`src/rtl/pong_pkg.sv`:
```
// rtl/pong_pkg.sv - shared state, command and winner encodings for the pong controller (PAUSED exists only with PONG_PAUSE_EN)
package pong_pkg;

    typedef enum logic [2:0] {
        ST_IDLE       = 3'd0,
        ST_SERVE_WAIT = 3'd1,
        ST_RUNNING    = 3'd2,
        ST_POINT      = 3'd3,
`ifdef PONG_PAUSE_EN
        ST_GAME_OVER  = 3'd4,
        ST_PAUSED     = 3'd5
`else
        ST_GAME_OVER  = 3'd4
`endif
    } state_t;

    localparam logic [7:0] CMD_START = 8'h53;
    localparam logic [7:0] CMD_RESET = 8'h52;
    localparam logic [7:0] CMD_PAUSE = 8'h50;

    localparam logic [1:0] WIN_NONE = 2'b00;
    localparam logic [1:0] WIN_P1   = 2'b01;
    localparam logic [1:0] WIN_P2   = 2'b10;

endpackage

```
`src/rtl/pong_cmd_decode.sv`:
```
// rtl/pong_cmd_decode.sv - combinational UART byte to one-hot start/reset/pause strobes
module pong_cmd_decode
    import pong_pkg::*;
(
    input  logic       i_RX_DV,
    input  logic [7:0] i_RX_Byte,
    output logic       o_start,
    output logic       o_reset,
    output logic       o_pause
);

    assign o_start = i_RX_DV && (i_RX_Byte == CMD_START);
    assign o_reset = i_RX_DV && (i_RX_Byte == CMD_RESET);
    assign o_pause = i_RX_DV && (i_RX_Byte == CMD_PAUSE);

endmodule

```
`src/rtl/pong_game_ctrl.sv`:
```
// rtl/pong_game_ctrl.sv - pong game FSM: serve delay, scoring, winner; pause state with PONG_PAUSE_EN
module pong_game_ctrl
    import pong_pkg::*;
#(
    parameter int SCORE_LIMIT  = 9,
    parameter int SERVE_FRAMES = 60
) (
    input  logic       i_Clk,
    input  logic       i_Rst,
    input  logic       i_RX_DV,
    input  logic [7:0] i_RX_Byte,
    input  logic       i_Frame_Tick,
    input  logic       i_P1_Miss,
    input  logic       i_P2_Miss,
    output logic       o_Game_Active,
    output logic       o_Ball_Reset,
    output logic       o_Serve_Dir,
    output logic [3:0] o_P1_Score,
    output logic [3:0] o_P2_Score,
    output logic [1:0] o_Winner,
    output logic [2:0] o_State
);

    localparam logic [3:0] SCORE_LIM  = SCORE_LIMIT[3:0];
    localparam logic [7:0] SERVE_LAST = 8'(SERVE_FRAMES - 1);

    logic cmd_start;
    logic cmd_reset;
    logic cmd_pause;

    pong_cmd_decode u_cmd_decode (
        .i_RX_DV   (i_RX_DV),
        .i_RX_Byte (i_RX_Byte),
        .o_start   (cmd_start),
        .o_reset   (cmd_reset),
        .o_pause   (cmd_pause)
    );

`ifndef PONG_PAUSE_EN
    logic unused_pause;
    assign unused_pause = cmd_pause;
`endif

    state_t     state_q, state_d;
    logic [3:0] p1_q, p1_d;
    logic [3:0] p2_q, p2_d;
    logic [1:0] winner_q, winner_d;
    logic       serve_dir_q, serve_dir_d;
    logic [7:0] frame_cnt_q, frame_cnt_d;
    logic       game_active_q, game_active_d;
    logic       ball_reset_q, ball_reset_d;

    always_comb begin
        state_d     = state_q;
        p1_d        = p1_q;
        p2_d        = p2_q;
        winner_d    = winner_q;
        serve_dir_d = serve_dir_q;
        frame_cnt_d = frame_cnt_q;

        if (cmd_reset) begin
            state_d     = ST_IDLE;
            p1_d        = 4'd0;
            p2_d        = 4'd0;
            winner_d    = WIN_NONE;
            frame_cnt_d = 8'd0;
        end else begin
            case (state_q)
                ST_IDLE, ST_GAME_OVER: begin
                    if (cmd_start) begin
                        state_d     = ST_SERVE_WAIT;
                        p1_d        = 4'd0;
                        p2_d        = 4'd0;
                        winner_d    = WIN_NONE;
                        frame_cnt_d = 8'd0;
                    end
                end
                ST_SERVE_WAIT: begin
                    if (i_Frame_Tick) begin
                        if (frame_cnt_q == SERVE_LAST) begin
                            state_d     = ST_RUNNING;
                            frame_cnt_d = 8'd0;
                        end else begin
                            frame_cnt_d = frame_cnt_q + 8'd1;
                        end
                    end
                end
                ST_RUNNING: begin
                    // A simultaneous double miss is a void rally: no score, serve side kept.
                    if (i_P1_Miss && i_P2_Miss) begin
                        state_d = ST_POINT;
                    end else if (i_P1_Miss) begin
                        if (p2_q < SCORE_LIM) p2_d = p2_q + 4'd1;
                        serve_dir_d = 1'b0;
                        state_d     = ST_POINT;
                    end else if (i_P2_Miss) begin
                        if (p1_q < SCORE_LIM) p1_d = p1_q + 4'd1;
                        serve_dir_d = 1'b1;
                        state_d     = ST_POINT;
`ifdef PONG_PAUSE_EN
                    end else if (cmd_pause) begin
                        state_d = ST_PAUSED;
`endif
                    end
                end
                ST_POINT: begin
                    if (p1_q == SCORE_LIM) begin
                        winner_d = WIN_P1;
                        state_d  = ST_GAME_OVER;
                    end else if (p2_q == SCORE_LIM) begin
                        winner_d = WIN_P2;
                        state_d  = ST_GAME_OVER;
                    end else begin
                        frame_cnt_d = 8'd0;
                        state_d     = ST_SERVE_WAIT;
                    end
                end
`ifdef PONG_PAUSE_EN
                ST_PAUSED: begin
                    if (cmd_pause) state_d = ST_RUNNING;
                end
`endif
                default: state_d = ST_IDLE;
            endcase
        end

        // Outputs follow the next state so they line up with o_State.
        game_active_d = (state_d == ST_RUNNING);
        ball_reset_d  = (state_d != ST_RUNNING);
`ifdef PONG_PAUSE_EN
        if (state_d == ST_PAUSED) ball_reset_d = 1'b0;
`endif
    end

    always_ff @(posedge i_Clk) begin
        if (i_Rst) begin
            state_q       <= ST_IDLE;
            p1_q          <= 4'd0;
            p2_q          <= 4'd0;
            winner_q      <= WIN_NONE;
            serve_dir_q   <= 1'b0;
            frame_cnt_q   <= 8'd0;
            game_active_q <= 1'b0;
            ball_reset_q  <= 1'b1;
        end else begin
            state_q       <= state_d;
            p1_q          <= p1_d;
            p2_q          <= p2_d;
            winner_q      <= winner_d;
            serve_dir_q   <= serve_dir_d;
            frame_cnt_q   <= frame_cnt_d;
            game_active_q <= game_active_d;
            ball_reset_q  <= ball_reset_d;
        end
    end

    assign o_State       = state_q;
    assign o_Game_Active = game_active_q;
    assign o_Ball_Reset  = ball_reset_q;
    assign o_Serve_Dir   = serve_dir_q;
    assign o_P1_Score    = p1_q;
    assign o_P2_Score    = p2_q;
    assign o_Winner      = winner_q;

endmodule

```
`config.mk`:
```
export PLATFORM = sky130hd
export DESIGN_NAME = pong_game_ctrl
export DESIGN_NICKNAME = d
export VERILOG_FILES = /design/src/rtl/pong_pkg.sv /design/src/rtl/pong_cmd_decode.sv /design/src/rtl/pong_game_ctrl.sv
export SDC_FILE = /design/constraint.sdc
export NUM_CORES = 1
export LEC_CHECK = 0
export ABC_AREA = 1
export CAP_MARGIN = 20
export CORE_MARGIN = 1
export CORE_UTILIZATION = 51
export DETAILED_ROUTE_END_ITERATION = 12
export PLACE_DENSITY_LB_ADDON = 0.05
export SYNTH_ARGS = -nofsm -noshare
export SYNTH_HDL_FRONTEND = slang
export SYNTH_SLANG_ARGS = --single-unit
export TNS_END_PERCENT = 10
```
`constraint.sdc`:
```
create_clock -name i_Clk -period 1.81 [get_ports i_Clk]
set_clock_uncertainty 0.2 [all_clocks]
set_input_delay 0.543 -clock i_Clk [delete_from_list [all_inputs] [get_ports i_Clk]]
set_output_delay 0.543 -clock i_Clk [all_outputs]
set_load 0.1 [all_outputs]
```
==> reports/metrics.cfg <==
[run_status]
status = finished with violations
violations = design-rule violations, negative setup slack

[run]
cap_violations = 0

[clock_tree]
cts.path.max_buffers = 2
cts_hold_buffers = 0
path_clk_slew_ns = 0.14
clk-insertion-delay-late_ns = 0.33
cts_sinks = 24
htree_levels = 1
root_buffer = clkbuf_4
cts_tree = done
cts_made_buffers = 3

[worst_setup_path]
path_common_cell = inv_1
slowest_stage = clkdlybuf4s50_1
r2r_slack_ns = 0.02
worst-path-buf-inv = 4
critPathTopFamily = buffers and inverters
reg2reg_from = o_P1_Score[1]
reg2regPathDepth = 11
worstPathCellList = clkdlybuf4s50_1 > inv_1 > nor2_2 > nand3_2 > nand2_4 > buf_12 > nand3_1 > nand2_1 > inv_1 > nor2_1
crit_path_end_kind = flop
crit_type = input pin to flop
critPathLaunchType = input pin
cp_max_fo = 10
arrival_ns = 1.90
max_stage_delay_ns = 0.45
cp.required_ns = 1.87
r2r_end = frame_cnt_q[5]

[drt]
dr.first_iter.drc_count = 131
ant_nets = 0
wl_per_cell_um = 14.3
drt_first_pass_iters = 8
num_vias = 1760
routed_wl_um = 4590
drcViolationCount = 2
viasPerCell = 5.50

[layout]
diodes = 0
area_growth_pct = 54.2
fillers = 181
layout_common_cells = nand2_1 (37), nor2_1 (37), inv_1 (34)
finish.utilization_pct = 84.4
layout-drive-gt1-share_pct = 31.8
nets = 311

[global_routing]
antenna_found_initial = 0
grtUsageMet3_pct = 2.30
grt_pass1_vias = 1597
grt_start_max_net_pins = 15
grt_util_all_layers_pct = 26.6
busiest_layer = met2
grt_first_pass_wirelength_um = 6700
gr-total-overflow = 0
gr-usage-met2_pct = 49.1
met1_usage_pct = 31.4

[logic_synthesis]
synthesis.area_per_instance_sq_um = 6.45
synthCells = 238
yosys-top-cells-area = dfxtp_1 (31%), nand2_1 (11%), nor2_1 (10%)
synth_nets = 259
yosysTopAreaCell = dfxtp_1
yosysSeqAreaShare_pct = 31.3
yosysWarnings = 0
synth_cell_types = 24
netlist_area_sq_mm = 0.00154
synth_seq_cells = 24
yosysTopAreaCellShare_pct = 31.3

[timing]
maxSlewViolCount = 0
finalHoldViolCount = 0
min_period_ns = 1.84
rsz0062_at_grt = yes
setup_viol = 1
worstMarginPinSlew_ns = 0.475
fmax_mhz = 543
finalCritPeriodShare_pct = 102
relSlewSlack_pct = 68.2
postLayoutSetupSlackWorst_ns = -0.0300
whs_ns = 0.309

[min_path]
hold_depth = 2
hp-start = frame_cnt_q[1]
hold_class = flop to flop
worstHoldEndpoint = frame_cnt_q[1]

[die]
fp.coreArea_sq_mm = 0.00281
dieArea_sq_mm = 0.00323
die_h_um = 56.9
row_count = 19
start_util_pct = 54.7
ios = 30
die_width_um = 56.9

[place]
pre_cts_slack_ns = -0.413
numPortBuffers = 29
dp_hpwl_um = 2830
place_congestion = 0.883

[pwr]
finalPower_mw = 1.01
leakagePower_nw = 1.01
ir_drop_mv = 0.358
power.density_mw_per_mm2 = 427

## worst min-delay path, cell delays in order (launching register included)
cell     delay [ns]
dfxtp_2        0.35
nor2_1         0.09
nor2_1         0.05
## per-layer routing
layer | up-vias | wire length, um
met1 | 808 | 1880
met2 | 76 | 2380
met3 | 12 | 232
met5 | - | 0
li1 | 864 | -
met4 | 0 | 103
## stage by stage
step / std cells / setup TNS [ns] / cell area (sq um)
floorplan: 238 / 0 / 1570
detailed placement: 309 / -8.75 / 2160
global route: 320 / -0.187 / 2370
finish: 320 / -0.0300 / 2370
CTS: 317 / 0 / 2250
global placement: 309 / -7.75 / 2160
## cells in the mapped netlist (all sizes together)
| cell | instances |
|---|---|
| a21oi | 17 |
| buf | 2 |
| dfxtp | 24 |
| ha | 7 |
| inv | 40 |
| nand2 | 51 |
| nand2b | 1 |
| nand3 | 25 |
| nand3b | 3 |
| nand4 | 8 |
| nor2 | 45 |
| nor3 | 3 |
| o211ai | 1 |
| o21ai | 9 |
| xnor2 | 2 |
## what timing repair did
item	CTS	global route
resized for setup	16	30
buffers inserted	3	2
pin swaps	7	10
cloned	1	1
setup endpoints to repair	19	24
## state kept, by name (all words and copies together) (netlist names)
signal,count
o_P2_Score,4
o_Winner,2
frame_cnt_q,8
o_Game_Active,1
o_Serve_Dir,1
o_P1_Score,4
o_State,3
o_Ball_Reset,1
## power by group
part / internal, mW / total (mW) / switching, mW / leakage, nW
Sequential: 0.517 / 0.519 / 0.00134 / 0.202
Combinational: 0.0441 / 0.0918 / 0.0478 / 0.777
Clock: 0.224 / 0.400 / 0.176 / 0.0279
Total: 0.786 / 1.01 / 0.225 / 1.01
## cell families (layout without fill, tap and decap cells)
group                      after synthesis  in the layout  synth area share (%)
AOI/OAI and AO/OA                       27             27                  8.96
xor gates and xnor gates                 2              2                  1.14
adders and majority gates                7              7                  5.70
buffers and inverters                   42             92                  10.6
DFF                                     24             24                  31.3
and+or+nand+nor                        136            137                  42.3
## how the worst max path moves through the flow
stage	end	depth (start not counted)	start
after floorplan	frame_cnt_q[0]	10	o_P1_Score[1]
after global placement	frame_cnt_q[0]	9	i_RX_DV
after detailed placement	o_Game_Active	10	i_RX_Byte[7]
after CTS	o_Game_Active	10	i_RX_Byte[3]
after global routing	frame_cnt_q[5]	10	i_RX_Byte[0]
final	frame_cnt_q[5]	10	i_RX_Byte[0]
## cell type report
cell class / count / area (sq um) / area share, %
flip-flops and latches: 24 / 517 / 21.8
repair inverters: 1 / 7.51 / 0.317
well taps: 31 / 38.8 / 1.64
inverters: 40 / 154 / 6.50
clock inverters: 1 / 30.0 / 1.27
multi-input cells: 173 / 993 / 42.0
clock buffers: 3 / 22.5 / 0.951
repair buffers: 47 / 604 / 25.5
(Power assumes the default switching activity.)
